==> config.mk <==
export PLATFORM = sky130hd
export DESIGN_NAME = cbrt_param
export DESIGN_NICKNAME = d
export VERILOG_FILES = /design/src/rtl/cbrt_param.sv
export SDC_FILE = /design/constraint.sdc
export NUM_CORES = 1
export LEC_CHECK = 0
export CELL_PAD_IN_SITES_DETAIL_PLACEMENT = 0
export CELL_PAD_IN_SITES_GLOBAL_PLACEMENT = 1
export CORE_MARGIN = 1
export CORE_UTILIZATION = 47
export CTS_BUF_LIST = sky130_fd_sc_hd__clkbuf_8
export CTS_CLUSTER_DIAMETER = 50
export DETAILED_ROUTE_END_ITERATION = 7
export PLACE_DENSITY_LB_ADDON = 0.1
export SYNTH_ARGS = -nofsm -noshare
export SYNTH_HDL_FRONTEND = slang
export SYNTH_SLANG_ARGS = --single-unit
==> constraint.sdc <==
create_clock -name clk -period 3.87 [get_ports clk]
set_clock_uncertainty 0.1 [all_clocks]
set_input_delay 0.9675 -clock clk [delete_from_list [all_inputs] [get_ports clk]]
set_output_delay 0.9675 -clock clk [all_outputs]
set_load 0.01 [all_outputs]
==> src/rtl/cbrt_param.sv <==
// ============================================================================
// Module   : cbrt_param
// Brief    : Multi-cycle floor cube root with remainder; all arithmetic on an external adder.
// Revision : 1.0
// ============================================================================
`default_nettype none

module cbrt_param #(
   parameter  int WIDTH = 8,
   localparam int RW    = (WIDTH + 2) / 3,
   localparam int DW    = 3 * RW + 2
) (
   input  logic             clk,
   input  logic             rst,
   input  logic             start,
   input  logic [WIDTH-1:0] x_i,
   output logic             busy,
   output logic             done,
   output logic [RW-1:0]    result,
   output logic [WIDTH-1:0] remainder,
   output logic [DW-1:0]    sum_in_a,
   output logic [DW-1:0]    sum_in_b,
   input  logic [DW-1:0]    sum_out
);

   typedef enum logic [2:0] {
      S_IDLE, S_INIT, S_DOUBLE, S_CAND, S_CMP, S_ACC, S_NEXT, S_FINISH
   } state_t;

   localparam logic [DW-1:0] C_S0     = DW'(3 * (RW - 1));
   localparam logic [DW-1:0] C_ONE    = DW'(1);
   localparam logic [DW-1:0] C_MINUS3 = {{(DW-2){1'b1}}, 2'b01};

   state_t           r_state;
   state_t           w_next;
   logic [1:0]       r_ph;
   logic [DW-1:0]    r_xr;
   logic [DW-1:0]    r_y2;
   logic [DW-1:0]    r_b;
   logic [DW-1:0]    r_d;
   logic [DW-1:0]    r_s;
   logic [RW-1:0]    r_y;
   logic [RW-1:0]    r_result;
   logic [WIDTH-1:0] r_rem;
   logic [DW-1:0]    w_y_ext;

   assign w_y_ext   = {{(DW-RW){1'b0}}, r_y};
   assign busy      = (r_state != S_IDLE) && (r_state != S_FINISH);
   assign done      = (r_state == S_FINISH);
   assign result    = r_result;
   assign remainder = r_rem;

   // Candidate is built as t=y2+y, 3t=2t+t, (3t+1)<<s; trial subtract is xr+~b then +1.
   always_comb begin
      w_next   = r_state;
      sum_in_a = '0;
      sum_in_b = '0;
      unique case (r_state)
         S_IDLE:   if (start) w_next = S_INIT;
         S_INIT:   w_next = S_DOUBLE;
         S_DOUBLE: w_next = S_CAND;
         S_CAND: begin
            if (r_ph[1]) begin
               sum_in_a = r_b;
               sum_in_b = C_ONE;
               w_next   = S_CMP;
            end else if (r_ph[0]) begin
               sum_in_a = {r_b[DW-2:0], 1'b0};
               sum_in_b = r_b;
            end else begin
               sum_in_a = r_y2;
               sum_in_b = w_y_ext;
            end
         end
         S_CMP: begin
            if (r_ph[0]) begin
               sum_in_a = r_d;
               sum_in_b = C_ONE;
               w_next   = S_ACC;
            end else begin
               sum_in_a = r_xr;
               sum_in_b = ~r_b;
            end
         end
         S_ACC: begin
            // y is even after doubling, so 2y+1 is a shift with a forced LSB
            sum_in_a = r_y2;
            sum_in_b = {w_y_ext[DW-2:0], 1'b1};
            w_next   = S_NEXT;
         end
         S_NEXT: begin
            sum_in_a = r_s;
            sum_in_b = C_MINUS3;
            w_next   = sum_out[DW-1] ? S_FINISH : S_DOUBLE;
         end
         S_FINISH: w_next = S_IDLE;
         default:  w_next = S_IDLE;
      endcase
   end

   always_ff @(posedge clk or negedge rst) begin
      if (!rst) begin
         r_state  <= S_IDLE;
         r_ph     <= '0;
         r_xr     <= '0;
         r_y2     <= '0;
         r_b      <= '0;
         r_d      <= '0;
         r_s      <= '0;
         r_y      <= '0;
         r_result <= '0;
         r_rem    <= '0;
      end else begin
         r_state <= w_next;
         unique case (r_state)
            S_IDLE: begin
               if (start) begin
                  r_xr <= DW'(x_i);
                  r_y  <= '0;
                  r_y2 <= '0;
                  r_s  <= C_S0;
               end
            end
            S_DOUBLE: begin
               r_y  <= {r_y[RW-2:0], 1'b0};
               r_y2 <= {r_y2[DW-3:0], 2'b00};
               r_ph <= '0;
            end
            S_CAND: begin
               if (r_ph[1]) begin
                  r_b  <= sum_out << r_s;
                  r_ph <= '0;
               end else begin
                  r_b  <= sum_out;
                  r_ph <= {r_ph[0], 1'b1};
               end
            end
            S_CMP: begin
               r_d  <= sum_out;
               r_ph <= r_ph[0] ? 2'b00 : 2'b01;
            end
            S_ACC: begin
               if (!r_d[DW-1]) begin
                  r_xr   <= r_d;
                  r_y2   <= sum_out;
                  r_y[0] <= 1'b1;
               end
            end
            S_NEXT: begin
               r_s <= sum_out;
               // Results are loaded on entry to FINISH so they are valid with done
               if (sum_out[DW-1]) begin
                  r_result <= r_y;
                  r_rem    <= r_xr[WIDTH-1:0];
               end
            end
            default: ;
         endcase
      end
   end

endmodule

`default_nettype wire

==> run summary, run 1 <==
last weighted congestion value of the routability-driven placer -> 0.896
worst slew pin tran -> 0.932 ns
vias in the first global route -> 3662
number of cell instances on the worst register-to-register path -> 5
portion of the clock cycle consumed by the worst path in the final layout -> 94.8%
Hold Crit Class -> register to register
diode insertion count for antenna repair -> 0
Finished Layout Cells -> 607
library cell occupying the most area in the post-synthesis netlist -> sky130_fd_sc_hd__dfrtp_1
net count after synthesis -> 473
combinational family with the most area after synthesis -> compound AO/OA/AOI/OAI gates
first-pass GRT wire length -> 20800 µm
wire length per cell after detailed routing -> 21.1 µm
count of different cell masters after synthesis -> 54
number of hold-slack violations in the final timing report -> 0
worst hold-check slack -> 0.393 ns
RSZ-0062 raised after global routing -> false
HPWL reported at the end of detailed placement -> 9020 µm
standard-cell rows -> 34
Max Fanout on Critical Path -> 10
beginning of the critical path -> r_state[0]
number of warnings printed during yosys synthesis -> 0
number of sinks driven by the clock tree -> 73
cell count after placement -> 591
arrival time worst endpoint -> 2.60 ns
detailed-router iteration count before antenna repair -> 5
critical path data required time -> 2.80 ns
largest cells by area after synthesis -> sky130_fd_sc_hd__dfrtp_1 43%, sky130_fd_sc_hd__mux2i_1 6.6%, sky130_fd_sc_hd__nand2_1 6.0%
final wirelength -> 12800 µm
H-Tree Level Count -> 3
I/O Buffers -> 56
most common cell in the synthesized netlist -> sky130_fd_sc_hd__dfrtp_1
First DRT Iteration DRCs -> 251
synthesized-area fraction occupied by adder cells -> 1.18%
hold wc startpoint -> result[0]
Residual DRC -> 0
post-layout min period -> 3.67 ns
number of max-cap violations -> 0
class of the most critical setup path -> register to primary output
aggregate global routing overflow -> 0
effective utilization at floorplan -> 48.5%
outcome -> finished clean
final design utilization -> 58.4%
final number of max-transition violations -> 0
Worst Hold Endpoint -> result[0]
synthesized flop and latch total -> 73
hold-fix buffers at CTS -> 0
summed instance area of the synthesized netlist -> 4230 µm²
count of flip-flops with a built-in enable after synthesis -> 0
cts bufs inserted -> 9
post-CTS clock slew at the launch and capture registers of the worst setup and hold paths -> 0.09 ns
average size of a mapped cell -> 9.47 µm²
worst vdd ir -> 0.412 mV
Crit. End Element -> primary output
Via Count -> 3751
TritonCTS clock tree -> done
final setup TNS -> 0 ns
Clk Latency, worst-skew pair -> 0.36 ns
share of the synthesized area in the top cell type -> 43.2%
number of vias per cell -> 6.18
leakage power total -> 2.12 nW
Final Setup Violations -> 0
setup slack on the worst flop-to-flop path -> 1.46 ns
startpoint of the worst register-to-register path -> r_state[0]
Horiz. Die Dim -> 96.9 µm
gr usage total -> 28.9%
most common library cells after synthesis -> 73 x sky130_fd_sc_hd__dfrtp_1, 68 x sky130_fd_sc_hd__nand2_1, 29 x sky130_fd_sc_hd__o21ai_0
hold-critical path depth -> 2
fin nets -> 520
postcts setup bufs -> 0
post-route ant nets -> 0
clock tree buffer depth -> 2
Max-slew headroom -> 37.9%
Core Area -> 8720 µm²
DIE HEIGHT -> 96.9 µm
maximum clock rate -> 273 MHz
cell count after synthesis -> 447
power density relative to cell area -> 857 nW/µm²
sequential element share of the synthesized area -> 43.2%
Root Buffer Master -> sky130_fd_sc_hd__clkbuf_8
relative area change from synthesis to final layout -> 20.4%
area enclosed by the die boundary -> 9390 µm²
Post-Synth Simple-Gate Area -> 15.8%
fraction of final layout cells sized beyond drive strength 1 -> 9.62%
number of antenna violations at the first check in global routing -> 0
Post-Synth XOR/XNOR Area -> 0%
Startpoint Class -> register
maximum number of pins on one net before global-route repair -> 74
area fraction in compound gates after synthesis -> 21.2%
number of I/O pins -> 57
Top FF cell, synth -> sky130_fd_sc_hd__dfrtp_1
multiplexer fraction of the synthesized cell area -> 13.8%
share of synthesized registers carrying an async set or reset -> 100%
capture point of the worst reg-to-reg path -> remainder[1]
worst max-delay path by stage:
stage / end / slack, ns / cells after the start
6_report: sum_in_b[8] / 0.20 / 7
5_1_grt: sum_in_b[3] / 0.03 / 6
4_1_cts: sum_in_b[3] / 0.18 / 7
3_5_place_dp: sum_in_b[3] / 0.59 / 7
3_3_place_gp: sum_in_b[3] / 0.62 / 7
2_1_floorplan: sum_in_b[4] / 1.29 / 6
kinds of logic (layout without fill, tap and decap cells):
kind of cell	Yosys count	after routing
buffers and inverters	45	97
adders and majority gates	4	4
DFF	73	73
AOI/OAI and AO/OA	135	135
muxes	50	50
and+or+nand+nor	140	140
routing by layer:
| metal | up-vias | global-route usage [%] | wire [µm] |
|---|---|---|---|
| li1 | 1733 | - | - |
| met1 | 1847 | 41.3 | 5760 |
| met2 | 158 | 45.2 | 5990 |
| met3 | 13 | 4.84 | 936 |
| met4 | 0 | 8.38 | 146 |
| met5 | - | 0 | 0 |
placed cells by master, fill, tap and decap left out, types with 12 or more instances in the layout:
cell                              Yosys  routed
sky130_fd_sc_hd__mux2i_1             28      28
sky130_fd_sc_hd__nor2_1              27      27
sky130_fd_sc_hd__a21oi_1             20      20
sky130_fd_sc_hd__o21ai_1             14      14
sky130_fd_sc_hd__dfrtp_1             73      73
sky130_fd_sc_hd__o211ai_1            12      12
sky130_fd_sc_hd__buf_4                4      13
sky130_fd_sc_hd__o21ai_0             29      29
sky130_fd_sc_hd__nand2_1             68      68
sky130_fd_sc_hd__inv_1               12      13
sky130_fd_sc_hd__clkdlybuf4s50_1      0      55
where the power goes:
| group | switching [mW] | total, mW | internal [mW] |
|---|---|---|---|
| sequential | 0.414 | 1.52 | 1.11 |
| combinational | 1.13 | 2.17 | 1.04 |
| clock | 0.306 | 0.669 | 0.363 |
flip-flops by register name, summed over array words and instances, names as in the netlist:
| signal | flops |
|---|---|
| r_ph | 2 |
| r_b | 11 |
| r_d | 11 |
| result | 3 |
| remainder | 8 |
| r_state | 3 |
| r_y2 | 11 |
| r_xr | 10 |
| r_s | 11 |
| r_y | 3 |
worst max-delay path: stages, from the launching register on:
cell and delay (ns):
sky130_fd_sc_hd__dfrtp_1 0.40, sky130_fd_sc_hd__ha_1 0.33, sky130_fd_sc_hd__nor3b_2 0.22, sky130_fd_sc_hd__buf_4 0.19, sky130_fd_sc_hd__and2_1 0.33, sky130_fd_sc_hd__nand2_1 0.10
sky130_fd_sc_hd__o211ai_1 0.10, sky130_fd_sc_hd__clkdlybuf4s50_1 0.56
metrics by stage:
stage	power (mW)	cell area, µm²	setup slack (ns)
finish	4.37	5090	0.201
global route	4.66	5090	0.0304
CTS	4.36	5090	0.177
detailed placement	3.68	4870	0.586
global placement	3.66	4870	0.618
floorplan	2.82	4230	1.29
timing repair:
action / CTS / global route
hold endpoints to repair: 0 / 0
gates resized for setup: 0 / 1
endpoints found under the setup margin: 0 / 1
cell type report:
type                            instances  area [µm²]
Clock buffer                            9         124
Clock inverter                          7        93.8
Sequential cell                        73        1830
Multi-Input combinational cell        329        2200
Fill cell                             797        3630
Tap cell                              108         135
Inverter                               12        45.0
Timing Repair Buffer                   69         668
Note: power is estimated with default switching activity, not from simulation.
==> run 2: changes to the inputs <==
--- a/config.mk
+++ b/config.mk
@@ -5,6 +5,7 @@
 export SDC_FILE = /design/constraint.sdc
 export NUM_CORES = 1
 export LEC_CHECK = 0
+export CAP_MARGIN = 10
 export CELL_PAD_IN_SITES_DETAIL_PLACEMENT = 0
 export CELL_PAD_IN_SITES_GLOBAL_PLACEMENT = 1
 export CORE_MARGIN = 1
@@ -12,6 +13,7 @@
 export CTS_BUF_LIST = sky130_fd_sc_hd__clkbuf_8
 export CTS_CLUSTER_DIAMETER = 50
 export DETAILED_ROUTE_END_ITERATION = 7
+export GPL_TIMING_DRIVEN = 1
 export PLACE_DENSITY_LB_ADDON = 0.1
 export SYNTH_ARGS = -nofsm -noshare
 export SYNTH_HDL_FRONTEND = slang
==> results of run 2 <==
Final layout, timing and power as in run 1 (identical DEF).
==> run 3: changes to the inputs <==
==> constraint.sdc (replaced) <==
create_clock -name clk -period 3.87 [get_ports clk]
set_clock_uncertainty 0.1 [all_clocks]
set_input_delay 0.9675 -clock clk [delete_from_list [all_inputs] [get_ports clk]]
set_output_delay 0.9675 -clock clk [all_outputs]
set_load 0.05 [all_outputs]
==> run 3 against run 2 <==
- sequential power barely moved
- worst setup slack better by 0.069 ns
- non-clock buffer count shrank 1
- critical endpoint is now sum_in_b[2]
- largest cell class unchanged
- largest power group unchanged
==> run summary, run 3 (synthesis gave the netlist of run 1 again) <==
outcome -> finished clean (unchanged)
TritonCTS clock tree -> done (unchanged)
multi-input logic area -> 2200 µm² (about the same)
maximum number of pins on one net before global-route repair -> 74 (unchanged)
critical path data required time -> 2.80 ns (about the same)
final design utilization -> 57.5% (was 58.4%)
crit-path cells -> ha_1 > nor3b_2 > a21oi_1 > o211ai_1 > clkdlybuf4s50_1 (was ha_1 > nor3b_2 > buf_4 > and2_1 > nand2_1 > o211ai_1 > clkdlybuf4s50_1)
Horiz. Die Dim -> 96.9 µm (unchanged)
fin nets -> 519 (was 520)
RSZ-0062 raised after global routing -> false (unchanged)
wire length per cell after detailed routing -> 20.9 µm (was 21.1 µm)
final number of max-transition violations -> 0 (unchanged)
commonest non-fill, non-tap cell in the layout -> sky130_fd_sc_hd__dfrtp_1 (unchanged)
detailed-router iteration count before antenna repair -> 5 (unchanged)
fraction of final layout cells sized beyond drive strength 1 -> 13.3% (was 9.62%)
Startpoint Class -> register (unchanged)
I/O Buffers -> 56 (unchanged)
DIE HEIGHT -> 96.9 µm (unchanged)
worst vdd ir -> 0.475 mV (was 0.412 mV)
Max Fanout on Critical Path -> 7 (was 10)
postcts setup bufs -> 0 (unchanged)
Hold Crit Class -> register to register (unchanged)
last weighted congestion value of the routability-driven placer -> 0.876 (was 0.896)
number of hold-slack violations in the final timing report -> 0 (unchanged)
post-layout min period -> 3.60 ns (was 3.67 ns)
area enclosed by the die boundary -> 9390 µm² (unchanged)
standard-cell rows -> 34 (unchanged)
leakage power total -> 2.14 nW (was 2.12 nW)
class of the most critical setup path -> register to primary output (unchanged)
Final Setup Violations -> 0 (unchanged)
Residual DRC -> 0 (unchanged)
final setup TNS -> 0 ns (unchanged)
Finished Layout Cells -> 606 (was 607)
post-layout power -> 4.75 mW (was 4.37 mW)
Max-slew headroom -> 37.3% (was 37.9%)
Largest stage delay, worst path -> 0.82 ns (was 0.56 ns)
Critical-path top delay cell -> sky130_fd_sc_hd__clkdlybuf4s50_1 (unchanged)
number of max-cap violations -> 0 (unchanged)
final wirelength -> 12600 µm (was 12800 µm)
Root Buffer Master -> sky130_fd_sc_hd__clkbuf_8 (unchanged)
fin worst setup slack -> 0.270 ns (was 0.201 ns)
maximum clock rate -> 278 MHz (was 273 MHz)
Crit. End Element -> primary output (unchanged)
first-pass GRT wire length -> 20200 µm (was 20800 µm)
HPWL reported at the end of detailed placement -> 9100 µm (was 9020 µm)
vias in the first global route -> 3577 (was 3662)
H-Tree Level Count -> 3 (unchanged)
power density relative to cell area -> 949 nW/µm² (was 857 nW/µm²)
post-CTS clock slew at the launch and capture registers of the worst setup and hold paths -> 0.09 ns (about the same)
First DRT Iteration DRCs -> 248 (was 251)
number of antenna violations at the first check in global routing -> 0 (unchanged)
arrival time worst endpoint -> 2.53 ns (was 2.60 ns)
number of I/O pins -> 57 (unchanged)
area taken by flip-flops and latches -> 1830 µm² (unchanged)
clock tree buffer depth -> 2 (unchanged)
aggregate global routing overflow -> 0 (unchanged)
effective utilization at floorplan -> 48.5% (unchanged)
cell count after placement -> 590 (was 591)
number of vias per cell -> 6.17 (was 6.18)
portion of the clock cycle consumed by the worst path in the final layout -> 93.0% (was 94.8%)
post-route ant nets -> 0 (unchanged)
relative area change from synthesis to final layout -> 18.5% (was 20.4%)
number of fillers in the final layout -> 791 (was 797)
worst setup slack before clock tree synthesis -> 0.545 ns (was 0.586 ns)
worst slew pin tran -> 0.939 ns (was 0.932 ns)
cts bufs inserted -> 9 (unchanged)
Core Area -> 8720 µm² (unchanged)
leading cell types in the layout, fill and taps excluded -> 73 x sky130_fd_sc_hd__dfrtp_1, 67 x sky130_fd_sc_hd__nand2_1, 36 x sky130_fd_sc_hd__clkdlybuf4s50_1 (was 73 x sky130_fd_sc_hd__dfrtp_1, 68 x sky130_fd_sc_hd__nand2_1, 55 x sky130_fd_sc_hd__clkdlybuf4s50_1)
Clk Latency, worst-skew pair -> 0.35 ns (was 0.36 ns)
gr usage total -> 27.7% (was 28.9%)
number of sinks driven by the clock tree -> 73 (unchanged)
Via Count -> 3736 (was 3751)
diode insertion count for antenna repair -> 0 (unchanged)
run 3: changes by cell type in the layout (fill, tap and decap cells not counted), sizes merged:
cell	previous run	this run
clkdlybuf4s50	55	36
buf	14	32
bufinv	2	1
clkinv	2	1
inv	14	16
run 3: final cells by class:
| class | instances | share of cell area [%] |
|---|---|---|
| well taps | 108 | 2.70 |
| clock inverters | 7 | 1.57 |
| flip-flops and latches | 73 | 36.4 |
| clock buffers | 9 | 2.47 |
| repair buffers | 68 | 12.0 |
| multi-input cells | 329 | 43.9 |
| inverters | 12 | 0.899 |
run 3: through the flow:
stage / cell area [µm²] / hold WS, ns
final: 5010 / 0.395
after detailed placement: 4810 / 0.380
after global placement: 4810 / 0.369
after global routing: 5010 / 0.419
after floorplan: 4230 / 0.359
after CTS: 5010 / 0.399
run 3: power breakdown:
group | total, mW | switching, mW | internal, mW | leakage (nW)
Sequential | 1.53 | 0.421 | 1.11 | 0.883
Combinational | 2.60 | 1.61 | 0.991 | 1.15
Clock | 0.623 | 0.317 | 0.306 | 0.104
Total | 4.75 | 2.35 | 2.41 | 2.14
run 3: final timing paths:
kind,startpoint,endpoint,slack [ns],depth (start not counted)
setup / recovery,r_state[0],sum_in_b[2],0.27,5
hold / removal,r_xr[9],r_xr[9],0.40,2
setup reg to reg,r_state[0],result[1],1.40,6
hold reg to reg,r_xr[9],r_xr[9],0.40,2
max in group asynchronous,rst,r_b[3],2.41,1
min in group asynchronous,rst,result[2],0.64,1
run 3: critical path, delay by kind of cell (launching register included):
kind            cells  cell delay [ns]
buf+inv             1             0.82
flops               1             0.41
simple gates        1             0.37
fa+ha+maj           1             0.30
compound gates      2             0.29
run 3: per-layer routing:
layer / global-route usage (%) / routed length (µm) / up-vias
met2: 41.6 / 5630 / 162
met4: 7.35 / 268 / 0
met1: 40.8 / 5900 / 1824
met5: 0 / 0 / -
met3: 5.27 / 836 / 19
li1: - / - / 1731
run 3: repair_timing:
item,CTS,global route
resized for setup,0,1
setup endpoints to repair,0,1
hold buffers,0,0
==> patch: new RTL, flow settings as in run 1 <==
Change the parameter `WIDTH` from 8 to 7.
--- a/src/rtl/cbrt_param.sv
+++ b/src/rtl/cbrt_param.sv
@@ -7,5 +7,5 @@
 
 module cbrt_param #(
-   parameter  int WIDTH = 8,
+   parameter  int WIDTH = 7,
    localparam int RW    = (WIDTH + 2) / 3,
    localparam int DW    = 3 * RW + 2
Ports: changed (resized remainder and x_i); port bits go from 57 to 55. The function was not compared with the original's and may differ.
==> patch against run 1 <==
Synthesized area increased by 1.2%; critical path type unchanged; cell count up 1.6%; via count grew 4.1%; worst hold slack got worse by 0.0047 ns; critical endpoint is now sum_in_a[3]; power decreased by 3.0%; sequential cell count down 1; critical path depth did not move; final area shrank 0.47%; setup slack worse by 0.061 ns; routed wire length grew 0.96%.
==> patch: results (changes against run 1) <==
Critical path
  • R2R Path End: remainder[2]
  • Worst Path Arrival: 2.66 ns (+0.06 ns)

STA
  • Fmax: 268.1 MHz (-1.6%)

Placement
  • Inst Count DP: 601 (+1.7%)
  • Placer Congestion: 0.9784 (+9.2%)
  • Placement Cell Area: 0.004863 sq mm (-0.23%)
  • Dpl hpwl: 9080 um (+0.62%)
  • Port Buffer Count: 54 (-3.6%)

Drt
  • Drt pass-1 iters: 6 (+1)
  • Drt initial violations: 395 (+57%)
  • Final Routed Wirelength: 12960 um (+0.96%)

Global route
  • First-pass GRT wire length: 20840 um (+0.40%)
  • Largest net degree at the start of global routing: 73 (-1.4%)
  • Number of global-route vias before repair: 3832 (+4.6%)

Synth
  • Synth cell count leaders: 89 x nand2_1, 72 x dfrtp_1, 39 x o21ai_0, 25 x nor2_1
  • Seq/Total Area, Yosys: 0.4207 (-0.01101)
  • Complex-gate fraction of the synthesized area: 0.2007 (-0.01130)
  • Syn_area_per_cell: 9.171 sq um (-3.1%)
  • Unique masters post-synth: 51 (-5.6%)
  • Synth area leaders: dfrtp_1 42%, nand2_1 7.8%, mux2_2 5.8%
  • Synth Area in Adders: 0.01169 (-0.0001417)

Status
  • Status: completed

Pwr
  • Peak VDD IR: 0.3981 mV (-3.5%)
  • Leakage: 2.105 nW (-0.57%)
  • Sw Ratio: 0.4334 (+0.009558)

Layout
  • Count of non-filler cells in the finished layout: 617 (+1.6%)
  • Share of layout cells above drive strength 1: 0.1316 (+0.03544)

Clocking
  • Post-CTS Resized: 1 (+1)
==> patch: cell types whose count changed in the layout (fill, tap and decap cells not counted), sizes merged, moves of 5 or more <==
cell and delta:
a222oi +9, a22oi -7, mux2 +5, mux2i -10
nand2 +19, nand3 +5, o221ai -12
==> patch: cell families (layout without fill, tap and decap cells) <==
family | Yosys count | after routing
compound gates | 129 | 129
fa+ha+maj | 4 | 4
buf+inv | 51 | 93
flops | 72 | 72
mux | 47 | 47
simple gates | 164 | 164
==> patch: worst max-delay path, stage by stage, from the launching register on <==
cell	delay, ns
dfrtp_1	0.42
inv_1	0.10
ha_1	0.25
and2_1	0.41
buf_4	0.27
a222oi_1	0.10
o21ai_0	0.16
clkdlybuf4s50_1	0.61
==> patch: layer usage <==
metal  up-vias  part of all wire  global-route usage  wire length (um)
li1       1777                 -                   -                 -
met2       214              0.45              0.4169              5775
met1      1881              0.45              0.4073              5770
met5         -                 0                   0                 0
met4         0             0.027             0.09163               353
met3        31             0.082             0.05683              1058
==> patch: power by group through the flow <==
stage	combinational (mW)	sequential [mW]	clock [mW]
2_1_floorplan	1.50	1.32	0
3_3_place_gp	2.06	1.48	0
3_5_place_dp	2.10	1.49	0
4_1_cts	2.11	1.48	0.634
5_1_grt	2.32	1.52	0.669
6_report	2.13	1.49	0.621
==> patch: layout make-up <==
| cell class | count | area, sq um |
|---|---|---|
| fill | 814 | 3694 |
| multi-input combinational | 344 | 2265 |
| sequential | 72 | 1802 |
| timing repair buffer | 66 | 625.6 |
| tap | 108 | 135.1 |
| clock buffer | 9 | 123.9 |
| clock inverter | 7 | 77.57 |
| inverter | 11 | 41.29 |
